--- src/rtl/elevator_pkg.sv ---
// Shared elevator definitions: car state encoding, direction constants and
// default floor geometry used by the controller, display and car sequencer.
package elevator_pkg;

    typedef enum logic [1:0] {
        IDLE = 2'd0,
        MOVE = 2'd1,
        DOOR = 2'd2
    } car_state_e;

    localparam logic DIR_UP   = 1'b1;
    localparam logic DIR_DOWN = 1'b0;

    localparam int DEFAULT_NUM_FLOORS = 8;
    localparam int DEFAULT_FLOOR_W    = 3;

    // Width needed to hold values up to max(a, b) - 1, never narrower than one bit.
    function automatic int timer_width(input int a, input int b);
        int m;
        m = (a > b) ? a : b;
        if (m <= 2) begin
            return 1;
        end else begin
            return $clog2(m);
        end
    endfunction

endpackage

--- src/rtl/cycle_timer.sv ---
// Loadable down-counter that parks at zero; shared by the travel and dwell phases.
module cycle_timer #(
    parameter int W = 8
) (
    input  logic         clk,
    input  logic         reset,
    input  logic         load,
    input  logic [W-1:0] load_value,
    output logic         zero
);

    logic [W-1:0] count_r;

    // Count register: load has priority, otherwise decrement until zero.
    always_ff @(posedge clk) begin
        if (reset) begin
            count_r <= {W{1'b0}};
        end else if (load) begin
            count_r <= load_value;
        end else if (count_r != {W{1'b0}}) begin
            count_r <= count_r - {{(W-1){1'b0}}, 1'b1};
        end else begin
            count_r <= count_r;
        end
    end

    assign zero = (count_r == {W{1'b0}});

endmodule

--- src/rtl/car_motion_sequencer.sv ---
// Steps the elevator car floor by floor toward the latched target, then dwells
// with the door open. Optional door-hold input enabled by CAR_DOOR_HOLD_EN.
module car_motion_sequencer
    import elevator_pkg::*;
#(
    parameter int NUM_FLOORS    = DEFAULT_NUM_FLOORS,
    parameter int FLOOR_W       = DEFAULT_FLOOR_W,
    parameter int TRAVEL_CYCLES = 50,
    parameter int DOOR_CYCLES   = 100
) (
    input  logic               clk,
    input  logic               reset,
    input  logic [FLOOR_W-1:0] target_floor,
    input  logic               target_valid,
`ifdef CAR_DOOR_HOLD_EN
    input  logic               door_hold,
`endif
    output logic [FLOOR_W-1:0] current_floor,
    output logic               direction,
    output logic               moving,
    output logic               door_open,
    output logic               arrived,
    output logic               busy
);

    localparam int TW = timer_width(TRAVEL_CYCLES, DOOR_CYCLES);
    localparam logic [TW-1:0]    TRAVEL_LOAD = TW'(TRAVEL_CYCLES - 1);
    localparam logic [TW-1:0]    DOOR_LOAD   = TW'(DOOR_CYCLES - 1);
    localparam logic [FLOOR_W:0] FLOOR_LIMIT = (FLOOR_W + 1)'(NUM_FLOORS);

    car_state_e         state_r;
    logic [FLOOR_W-1:0] current_floor_r;
    logic [FLOOR_W-1:0] target_r;
    logic               direction_r;
    logic               moving_r;
    logic               door_open_r;
    logic               arrived_r;
    logic               busy_r;

    logic               in_range_s;
    logic               ahead_s;
    logic               retarget_s;
    logic               arrive_s;
    logic               hold_s;
    logic               timer_zero_s;
    logic               load_s;
    logic [TW-1:0]      load_value_s;
    logic [FLOOR_W-1:0] next_floor_s;
    logic [FLOOR_W-1:0] eff_target_s;

`ifdef CAR_DOOR_HOLD_EN
    assign hold_s = door_hold;
`else
    assign hold_s = 1'b0;
`endif

    assign in_range_s   = ({1'b0, target_floor} < FLOOR_LIMIT);
    assign next_floor_s = direction_r ? (current_floor_r + FLOOR_W'(1))
                                      : (current_floor_r - FLOOR_W'(1));

    cycle_timer #(.W(TW)) u_timer (
        .clk        (clk),
        .reset      (reset),
        .load       (load_s),
        .load_value (load_value_s),
        .zero       (timer_zero_s)
    );

    // Next-step decode: retarget acceptance, arrival compare and timer reloads.
    always_comb begin
        ahead_s      = 1'b0;
        retarget_s   = 1'b0;
        eff_target_s = target_r;
        arrive_s     = 1'b0;
        load_s       = 1'b0;
        load_value_s = {TW{1'b0}};
        case (state_r)
            IDLE: begin
                if (target_valid && in_range_s) begin
                    load_s = 1'b1;
                    if (target_floor == current_floor_r) begin
                        load_value_s = DOOR_LOAD;
                    end else begin
                        load_value_s = TRAVEL_LOAD;
                    end
                end else begin
                    load_s = 1'b0;
                end
            end
            MOVE: begin
                if (direction_r == DIR_UP) begin
                    ahead_s = (target_floor > current_floor_r);
                end else begin
                    ahead_s = (target_floor < current_floor_r);
                end
                // A retarget coinciding with a floor step is compared immediately.
                if (target_valid && in_range_s && ahead_s) begin
                    retarget_s   = 1'b1;
                    eff_target_s = target_floor;
                end else begin
                    retarget_s   = 1'b0;
                end
                if (timer_zero_s) begin
                    arrive_s     = (next_floor_s == eff_target_s);
                    load_s       = 1'b1;
                    load_value_s = arrive_s ? DOOR_LOAD : TRAVEL_LOAD;
                end else begin
                    load_s = 1'b0;
                end
            end
            DOOR: begin
                if (hold_s) begin
                    load_s       = 1'b1;
                    load_value_s = DOOR_LOAD;
                end else begin
                    load_s = 1'b0;
                end
            end
            default: begin
                load_s = 1'b0;
            end
        endcase
    end

    // Car state machine with registered status outputs.
    always_ff @(posedge clk) begin
        if (reset) begin
            state_r         <= IDLE;
            current_floor_r <= {FLOOR_W{1'b0}};
            target_r        <= {FLOOR_W{1'b0}};
            direction_r     <= DIR_UP;
            moving_r        <= 1'b0;
            door_open_r     <= 1'b0;
            arrived_r       <= 1'b0;
            busy_r          <= 1'b0;
        end else begin
            arrived_r <= 1'b0;
            case (state_r)
                IDLE: begin
                    if (target_valid && in_range_s) begin
                        busy_r <= 1'b1;
                        if (target_floor == current_floor_r) begin
                            state_r     <= DOOR;
                            door_open_r <= 1'b1;
                            arrived_r   <= 1'b1;
                        end else begin
                            state_r     <= MOVE;
                            moving_r    <= 1'b1;
                            target_r    <= target_floor;
                            direction_r <= (target_floor > current_floor_r) ? DIR_UP : DIR_DOWN;
                        end
                    end
                end
                MOVE: begin
                    if (retarget_s) begin
                        target_r <= target_floor;
                    end
                    if (timer_zero_s) begin
                        current_floor_r <= next_floor_s;
                        if (arrive_s) begin
                            state_r     <= DOOR;
                            moving_r    <= 1'b0;
                            door_open_r <= 1'b1;
                            arrived_r   <= 1'b1;
                        end
                    end
                end
                DOOR: begin
                    if (timer_zero_s && !hold_s) begin
                        state_r     <= IDLE;
                        door_open_r <= 1'b0;
                        busy_r      <= 1'b0;
                    end
                end
                default: begin
                    state_r     <= IDLE;
                    moving_r    <= 1'b0;
                    door_open_r <= 1'b0;
                    busy_r      <= 1'b0;
                end
            endcase
        end
    end

    assign current_floor = current_floor_r;
    assign direction     = direction_r;
    assign moving        = moving_r;
    assign door_open     = door_open_r;
    assign arrived       = arrived_r;
    assign busy          = busy_r;

endmodule

--- config.mk ---
export PLATFORM = sky130hd
export DESIGN_NAME = car_motion_sequencer
export DESIGN_NICKNAME = d
export VERILOG_FILES = /design/src/rtl/elevator_pkg.sv /design/src/rtl/cycle_timer.sv /design/src/rtl/car_motion_sequencer.sv
export SDC_FILE = /design/constraint.sdc
export NUM_CORES = 1
export LEC_CHECK = 0
export BUFFER_PORTS_ARGS = -buffer_cell sky130_fd_sc_hd__buf_2
export CAP_MARGIN = 20
export CORE_AREA = 3 3 55 57
export CTS_CLUSTER_SIZE = 16
export DETAILED_ROUTE_END_ITERATION = 12
export DIE_AREA = 0 0 58 60
export PLACE_DENSITY = 0.73
export SKIP_LAST_GASP = 1
export SLEW_MARGIN = 10
export SYNTH_ARGS = -nofsm -noshare
export SYNTH_HDL_FRONTEND = slang
export SYNTH_SLANG_ARGS = --single-unit
--- constraint.sdc ---
create_clock -name clk -period 2.7 [get_ports clk]
set_input_delay 0.54 -clock clk [delete_from_list [all_inputs] [get_ports clk]]
set_output_delay 0.54 -clock clk [all_outputs]
set_load 0.1 [all_outputs]
==> results of run 1 <==
==> cell families (layout without fill, tap and decap cells) <==
family          after synthesis  in the layout  share of synthesized area [%]
compound gates               47             47                           25.4
xor+xnor                      9              9                           5.84
fa+ha+maj                     5              5                           5.20
buf+inv                      19             34                           5.29
flops                        20             20                           29.7
mux                           6              6                           4.64
simple gates                 61             61                           23.9
==> final cells by class <==
type | count | area [um^2] | share of cell area [%]
Tap cell | 30 | 37.5 | 2.48
Sequential cell | 20 | 408 | 26.9
Clock buffer | 4 | 36.3 | 2.39
Multi-Input combinational cell | 128 | 887 | 58.5
Inverter | 12 | 45.0 | 2.97
Timing Repair Buffer | 18 | 103 | 6.77
==> final timing paths <==
path	start	end	slack [ns]	cells past startpoint
setup / recovery	current_floor[0]$_SDFFE_PP0P_	u_timer.count_r[1]$_SDFFE_PP0P_	0.22	8
hold / removal	current_floor[1]$_SDFFE_PP0P_	current_floor[1]$_SDFFE_PP0P_	0.52	2
setup reg to reg	current_floor[0]$_SDFFE_PP0P_	u_timer.count_r[1]$_SDFFE_PP0P_	0.22	8
hold reg to reg	current_floor[1]$_SDFFE_PP0P_	current_floor[1]$_SDFFE_PP0P_	0.52	2
==> power breakdown <==
group / internal (mW) / switching, mW
Sequential: 0.373 / 0.0797
Clock: 0.0821 / 0.0869
Combinational: 0.337 / 0.572
Total: 0.793 / 0.739
==> per-layer routing <==
| metal | track usage, % | share of wire (%) | vias up |
|---|---|---|---|
| met5 | 0 | 0 | - |
| met4 | 6.29 | 0.93 | 0 |
| met3 | 2.38 | 6.0 | 5 |
| met2 | 35.0 | 50 | 50 |
| met1 | 26.8 | 43 | 605 |
| li1 | - | - | 637 |
==> metrics by stage <==
step | power (mW) | cells
detailed placement | 1.35 | 208
global route | 1.66 | 212
global placement | 1.32 | 208
CTS | 1.53 | 212
finish | 1.53 | 212
floorplan | 1.16 | 167
==> worst reg2reg max path, stage by stage (launching register included) <==
cell	delay, ns
dfxtp_4	0.43
inv_1	0.09
fa_2	0.69
o22a_1	0.21
nand2_1	0.06
a31oi_1	0.21
o311a_1	0.28
nand4_2	0.19
a211oi_2	0.25
==> cell usage in the layout, fill, tap and decap left out, types with 4 or more instances in the layout <==
master | netlist | routed
nor2_1 | 22 | 22
xnor2_1 | 5 | 4
o21ai_0 | 8 | 8
xor2_1 | 4 | 4
buf_2 | 0 | 13
buf_4 | 0 | 5
dfxtp_1 | 20 | 16
nand3_1 | 9 | 9
mux2i_1 | 4 | 4
ha_1 | 4 | 4
nand2_1 | 10 | 10
nor3_1 | 5 | 5
inv_1 | 12 | 12
a21oi_1 | 16 | 16
a211oi_1 | 4 | 4
==> sequential cells by signal, indices dropped and copies added, names as in the netlist <==
| signal | flops |
|---|---|
| arrived | 1 |
| busy | 1 |
| target_r | 3 |
| u_timer.count_r | 7 |
| direction | 1 |
| current_floor | 3 |
| moving | 1 |
| door_open | 1 |
| state_r | 2 |
==> repair_timing <==
action,4_1_cts,5_1_grt
endpoints found under the hold margin,0,0
resized for setup,0,2
setup endpoints to repair,0,3
==> metrics.cfg, run 1 <==
[clock_network]
clockBufferDepth=2
clk_latency_ns=0.29
cts_tree=done
cts-root-buf=clkbuf_4
numCtsBuffers=3
ctsHoldBuffers=0
cts_sinks=20
path_clk_slew_ns=0.11
postCtsSetupBuffers=0
h-tree-depth=1

[die]
die_w_um=58
die_area_um2=3480
fp.dieH_um=60
std_cell_rows=18
io_pins=14
core_um2=2520
initial_core_util_pct=53.5

[drt]
drt_pass1_iterations=4
vias_per_cell=6.12
drt_wl_total_um=3240
post_drt_wl_per_cell_um=15.3
route.detailed.drc=0
vias=1297
drt_iter0_drc=118
drtAntennaViolNets=0

[finish]
layout-drive-gt1-share_pct=22.0
diodes=0
syn_to_final_growth_pct=12.4
nNetsFinal=194
nFillCells=231
fin_area_um2=1520
fin_util_pct=60.1

[setup_path]
critPathCaptureType=register
cpLargestDelayFamily=compound AO/OA/AOI/OAI gates
cp.arrival_ns=2.70
path_cells=inv_1 -> fa_2 -> o22a_1 -> nand2_1 -> a31oi_1 -> o311a_1 -> nand4_2 -> a211oi_2
worst-setup-path-type=register to register
crit_required_ns=2.92
crit_fanout=10
path_buf_inv=1
crit_slowest_cell=fa_2
cp-start-kind=register
crit_path_max_incr_delay_ns=0.68

[global_route]
grt_pass1_vias=1195
grt_max_degree=20
grt.overflow.total=0
grt_first_pass_wirelength_um=5590
antenna_found_initial=0
grt_use_total_pct=20.4

[sta]
max_freq_ghz=0.403
rsz0062_at_grt=no
skew_ns=0.00288
post-route-period-util_pct=91.8
tightest_slew_ns=0.554
final-setup-viol-count=0
final.min_clock_period_ns=2.48
slew_headroom_pct=62.6
hold_violations=0
holdWs_ns=0.523
finalMaxSlewViolations=0
fin_ws_ns=0.222
tns_ns=0

[hold_path]
hold_path_class=register to register

[placement]
place_hpwl_um=2470
place.gp.congestion=1.00
placed_cell_area_um2=1470
io_buffer_count=13
place_ws_ns=0.0643

[run_status]
outcome=finished clean

[yosys]
yosys_warnings=0
synthFlopType=dfxtp_1
yosys-top-cells-area=dfxtp_1 (30%), nor2_1 (6.1%), a21oi_1 (5.9%), ha_1 (3.7%), nand3_1 (3.3%)
yosysMostFrequentCell=nor2_1
netlist.area_leader.share_pct=29.7
syn_area_per_cell_um2=8.08
synth_seq_area_share_pct=29.7
synth.top_cells.by_count=nor2_1 (22), dfxtp_1 (20), a21oi_1 (16)
async_reset_ff_share_pct=0
synthCells=167
synth-edff-count=0
syn-num-nets=178
synth-seq-cells=20
yosysUniqueCellTypes=43
syn_area_um2=1350
synth_top_cell_by_area=dfxtp_1

[pwr]
powerDensity_nw_per_um2=1010
p_leak_nw=0.617
peakVddDrop_uv=662

[job]
maxCapViolations=0

Note: power is estimated with default switching activity, not from simulation.
==> run 2, diff against run 1 <==
CORE_AREA = 4 4 56 58   (was 3 3 55 57)
DIE_AREA = 0 0 60 62   (was 0 0 58 60)
clock period = 2.1 ns   (was 2.7 ns; I/O delays follow)
==> metrics.cfg, run 2 (synthesis gave the netlist of run 1 again) <==
[drt]
post_drt_wl_per_cell_um=16.4  ; +7.4%
vias_per_cell=6.06  ; -0.98%
drt_pass1_iterations=4  ; unchanged
drtAntennaViolNets=0  ; unchanged
route.detailed.drc=0  ; unchanged
drt_wl_total_um=3960  ; +22%
vias=1460  ; +13%
drt_iter0_drc=76  ; -36%

[finish]
layout-drive-gt1-share_pct=41.4  ; +19 points
nFillCells=203  ; -12%
multi_input_area_um2=1020  ; +15%
largest_register=u_timer.count_r
seqCellArea_um2=414  ; +1.5%
layout_common_cells=buf_4 (32), nor2_1 (21), dfxtp_1 (15)
diodes=0  ; unchanged
layout.cells.most_common=buf_4
syn_to_final_growth_pct=39.1
stdcell_count=241  ; +14%
nNetsFinal=222  ; +14%
largest_reg_flops=7  ; unchanged

[clock_network]
clk_latency_ns=0.31  ; +0.02 ns
ctsHoldBuffers=0  ; unchanged
path_clk_slew_ns=0.11  ; about the same
h-tree-depth=1  ; unchanged
clockBufferDepth=2  ; unchanged
numCtsBuffers=3  ; unchanged
cts_tree=done
cts_sinks=20  ; unchanged
cts-root-buf=clkbuf_4

[setup_path]
r2r_slack_ns=-0.27  ; -0.49 ns
cpLargestDelayFamily=compound AO/OA/AOI/OAI gates
cp-start-kind=register
crit_cells=9  ; +1
path_buf_inv=2  ; +1
crit_required_ns=2.29  ; -0.63 ns
r2r-start=current_floor[1]$_SDFFE_PP0P_
crit_slowest_cell=fa_2
crit_fanout=8  ; -2
r2r_cells=9  ; +1
crit_path_max_incr_delay_ns=0.66  ; -0.02 ns
critPathCaptureType=register
startpoint=current_floor[1]$_SDFFE_PP0P_
cp.arrival_ns=2.56  ; -0.14 ns
path_cells=inv_4 -> fa_2 -> o22a_1 -> a21oi_1 -> o21ai_0 -> o311a_1 -> buf_4 -> a31o_4 -> a221oi_2
worstReg2RegEnd=u_timer.count_r[4]$_SDFFE_PP0P_
worst-setup-path-type=register to register

[global_route]
grt_use_total_pct=21.4  ; +0.98 points
grt_max_degree=20  ; unchanged
antenna_found_initial=0  ; unchanged
met2_usage_pct=39.4  ; +4.4 points
grt_pass1_vias=1428  ; +19%
gr-max-usage-layer=met2
grt.overflow.total=0  ; unchanged
grt_first_pass_wirelength_um=6080  ; +8.7%
met3_usage_pct=2.89  ; +0.52 points
met1_usage_pct=24.1  ; -2.7 points

[hold_path]
holdPathEnd=target_r[0]$_SDFFE_PP0P_
min_from=target_floor[0]
hold_path_class=input pin to register
min_path_cells=4  ; +2

[die]
core_um2=2660  ; +5.6%
die_area_um2=3720  ; +6.9%
io_pins=14  ; unchanged
die_w_um=60  ; +3.4%
initial_core_util_pct=50.7  ; -2.8 points
fp.dieH_um=62  ; +3.3%
std_cell_rows=19  ; +1

[pwr]
seqPwrFrac_pct=24.7  ; -4.9 points
p_leak_nw=0.775  ; +26%
p_sw_mw=1.11  ; +50%
powerDensity_nw_per_um2=1270  ; +26%
peakVddDrop_uv=1180  ; +78%
power_frac_comb_pct=65.7  ; +6.3 points
pwr-share-clk_pct=9.6  ; -1.4 points
switching_share_pct=46.6  ; -1.6 points
p_int_mw=1.27  ; +60%

[sta]
slew_headroom_pct=68.5  ; +5.9 points
max_freq_ghz=0.422  ; +4.5%
hold_violations=0  ; unchanged
final-setup-viol-count=8  ; +8
fin_ws_ns=-0.272  ; -0.494 ns
tightest_slew_ns=0.468  ; -0.0857 ns
post-route-period-util_pct=113  ; +21 points
final.min_clock_period_ns=2.37  ; -0.106 ns
rsz0062_at_grt=yes
finalMaxSlewViolations=0  ; unchanged
skew_ns=0.00128  ; -0.00160 ns
tns_ns=-1.74  ; -1.74 ns

[placement]
io_buffer_count=13  ; unchanged
dp_cells=230  ; +11%
place_hpwl_um=2680  ; +8.6%
place.gp.congestion=0.916  ; -8.5%

[run_status]
outcome=finished with violations
violations=negative setup slack

[job]
maxCapViolations=0  ; unchanged

==> run 2: final cells by class <==
class	instances	area share, %
tap	31	2.07
inverter	12	2.53
timing repair buffer	46	16.9
multi-input combinational	128	54.5
clock buffer	4	1.93
sequential	20	22.1
==> run 2: repair_timing <==
item,in CTS,in global routing
buffers inserted,4,3
gates resized for setup,15,8
endpoints found under the setup margin,13,15
pin swaps,14,9
==> run 2: worst max-delay path by stage <==
stage | endpoint | slack, ns
final | u_timer.count_r[4]$_SDFFE_PP0P_ | -0.27
after global routing | u_timer.count_r[4]$_SDFFE_PP0P_ | -0.37
after CTS | u_timer.count_r[1]$_SDFFE_PP0P_ | -0.17
after detailed placement | u_timer.count_r[4]$_SDFFE_PP0P_ | -0.34
after global placement | u_timer.count_r[1]$_SDFFE_PP0P_ | -0.24
after floorplan | u_timer.count_r[1]$_SDFFE_PP0P_ | -0.39
==> run 2: tightest hold or removal path, delay by kind of cell <==
kind          cells  cell delay, ns
buf+inv           2            0.20
simple gates      1            0.07
mux               1            0.06
==> run 2: power by group through the flow <==
stage | Clock, mW | Sequential (mW) | Combinational, mW
2_1_floorplan | 0 | 0.741 | 0.806
3_3_place_gp | 0 | 0.571 | 1.30
3_5_place_dp | 0 | 0.578 | 1.34
4_1_cts | 0.235 | 0.576 | 1.45
5_1_grt | 0.247 | 0.599 | 1.69
6_report | 0.228 | 0.587 | 1.56
==> run 2: layer usage <==
| metal | wire (um) | vias to the layer above |
|---|---|---|
| met5 | 0 | - |
| met4 | 117 | 0 |
| met3 | 175 | 18 |
| met2 | 2100 | 62 |
| met1 | 1560 | 691 |
| li1 | - | 689 |
==> run 2: through the flow <==
step	power (mW)	worst slack (ns)	hold WS [ns]	cell area, um^2	utilization (%)
6_report	2.38	-0.272	0.474	1880	70.5
5_1_grt	2.53	-0.369	0.503	1880	70.5
4_1_cts	2.26	-0.166	0.472	1800	67.7
3_5_place_dp	1.92	-0.337	0.507	1660	62.2
3_3_place_gp	1.88	-0.238	0.493	1660	62.2
2_1_floorplan	1.55	-0.387	0.507	1400	-
==> run 3, diff against run 2 <==
REMOVE_ABC_BUFFERS = 1   (was unset)
==> metrics.cfg, run 3 (synthesis gave the netlist of run 1 again) <==
[run_status]
outcome=finished with violations
violations=negative setup slack

[clock_network]
numCtsBuffers=3  ; unchanged
h-tree-depth=1  ; unchanged
cts_tree=done
clk_latency_ns=0.31  ; about the same
cts-root-buf=clkbuf_4
cts_sinks=20  ; unchanged
path_clk_slew_ns=0.12  ; about the same
clockBufferDepth=2  ; unchanged
ctsHoldBuffers=0  ; unchanged

[die]
fp.dieH_um=62  ; unchanged
die_w_um=60  ; unchanged
io_pins=14  ; unchanged
core_um2=2660  ; unchanged
die_area_um2=3720  ; unchanged
std_cell_rows=19  ; unchanged
initial_core_util_pct=50.7  ; unchanged

[finish]
seqCellArea_um2=404  ; -2.4%
nFillCells=210  ; +3.4%
diodes=0  ; unchanged
fin_util_pct=71.7  ; +1.2 points
fin_area_um2=1910  ; +1.7%
largest_reg_flops=7  ; unchanged
nNetsFinal=223  ; +0.45%
stdcell_count=242  ; +0.41%
largest_register=u_timer.count_r
layout.cells.most_common=buf_4
layout_common_cells=buf_4 (28), nor2_1 (20), dfxtp_1 (17)
multi_input_area_um2=1020  ; +0.12%
layout-drive-gt1-share_pct=43.1  ; +1.7 points
syn_to_final_growth_pct=41.5

[setup_path]
crit_required_ns=2.28  ; about the same
worst-setup-path-type=register to register
critPathCaptureType=register
crit_path_max_incr_delay_ns=0.51  ; -0.15 ns
r2r-start=current_floor[1]$_SDFFE_PP0P_
path_cells=inv_2 -> buf_6 -> ha_4 -> and3b_2 -> o211ai_2 -> mux2i_2 -> a2111oi_4 -> and3_4 -> a31oi_1
crit_fanout=4  ; -4
cp-start-kind=register
crit_slowest_cell=a2111oi_4
startpoint=current_floor[1]$_SDFFE_PP0P_
cp.arrival_ns=2.52  ; -0.04 ns

[pwr]
powerDensity_nw_per_um2=1340  ; +5.5%
peakVddDrop_uv=1110  ; -5.6%
finalPower_mw=2.55  ; +7.3%
p_leak_nw=0.794  ; +2.4%

[sta]
final-setup-viol-count=11  ; +3
max_freq_ghz=0.427  ; +1.4%
tightest_slew_ns=0.494  ; +0.0253 ns
rsz0062_at_grt=yes
holdWs_ns=0.489  ; +0.0145 ns
hold_violations=0  ; unchanged
post-route-period-util_pct=111  ; -1.6 points
final.min_clock_period_ns=2.34  ; -0.0328 ns
fin_ws_ns=-0.240  ; +0.0328 ns
finalMaxSlewViolations=0  ; unchanged
skew_ns=0.0137  ; +0.0124 ns
slew_headroom_pct=67.3  ; -1.2 points

[drt]
drt_wl_total_um=3900  ; -1.6%
vias=1432  ; -1.9%
drt_iter0_drc=82  ; +7.9%
vias_per_cell=5.92  ; -2.3%
route.detailed.drc=0  ; unchanged
post_drt_wl_per_cell_um=16.1  ; -2.0%
drtAntennaViolNets=0  ; unchanged
drt_pass1_iterations=4  ; unchanged

[placement]
place_hpwl_um=2720  ; +1.6%
place.gp.congestion=0.939  ; +2.5%
placed_cell_area_um2=1630  ; -1.6%
io_buffer_count=13  ; unchanged
dp_cells=231  ; +0.43%

[global_route]
grt.overflow.total=0  ; unchanged
grt_max_degree=20  ; unchanged
grt_use_total_pct=22.1  ; +0.72 points
grt_first_pass_wirelength_um=6180  ; +1.7%
grt_pass1_vias=1322  ; -7.4%
antenna_found_initial=0  ; unchanged

[job]
maxCapViolations=0  ; unchanged

[hold_path]
hold_path_class=input pin to register
min_from=target_floor[0]

run 3: cell count changes in the layout (fill, tap and decap cells not counted), sizes merged:
cell	delta
buf	+1
bufinv	+1
clkbuf	-1
run 3: what timing repair did:
action                     in CTS  in global routing
setup buffers                   5                  4
gates resized for setup        24                 15
setup endpoints to repair      12                 17
pin swaps                      15                 15
run 3: metal layers:
metal / global-route usage (%) / wire (um)
met5: 0 / 0
met4: 10.1 / 131
met3: 2.89 / 186
met2: 38.7 / 1930
met1: 27.0 / 1650
run 3: critical path: cells and delay by family, from the launching register on:
family | cells | cell delay, ns
AO/OA/AOI/OAI | 3 | 0.72
adder cells (fa/ha/maj) | 1 | 0.26
buffers and inverters | 2 | 0.16
flip-flops | 1 | 0.35
multiplexers | 1 | 0.22
AND/OR/NAND/NOR | 2 | 0.49
run 3: power by group:
| part | switching (mW) | leakage [nW] | internal, mW |
|---|---|---|---|
| Sequential | 0.110 | 0.166 | 0.479 |
| Clock | 0.124 | 0.0279 | 0.193 |
| Combinational | 0.910 | 0.600 | 0.736 |
run 3: layout make-up:
cell class | instances | share of cell area [%]
clock buffer | 3 | 1.18
timing repair buffer | 47 | 18.0
clock inverter | 1 | 1.57
multi-input combinational | 128 | 53.7
tap | 31 | 2.03
inverter | 12 | 2.36
sequential | 20 | 21.2
run 3: stage by stage:
| stage | TNS (ns) | worst slack, ns |
|---|---|---|
| final | -1.54 | -0.240 |
| after global routing | -2.86 | -0.338 |
| after CTS | -0.935 | -0.160 |
| after detailed placement | -2.88 | -0.402 |
| after global placement | -1.73 | -0.269 |
| after floorplan | -10.32 | -1.08 |
run 3: path summary, 6_finish.rpt:
kind | cells after the start | slack (ns) | to
setup / recovery | 9 | -0.24 | state_r[0]$_SDFFE_PP0P_
hold / removal | 4 | 0.49 | target_r[0]$_SDFFE_PP0P_
setup reg to reg | 9 | -0.24 | state_r[0]$_SDFFE_PP0P_
hold reg to reg | 2 | 0.53 | busy$_SDFFE_PP0P_
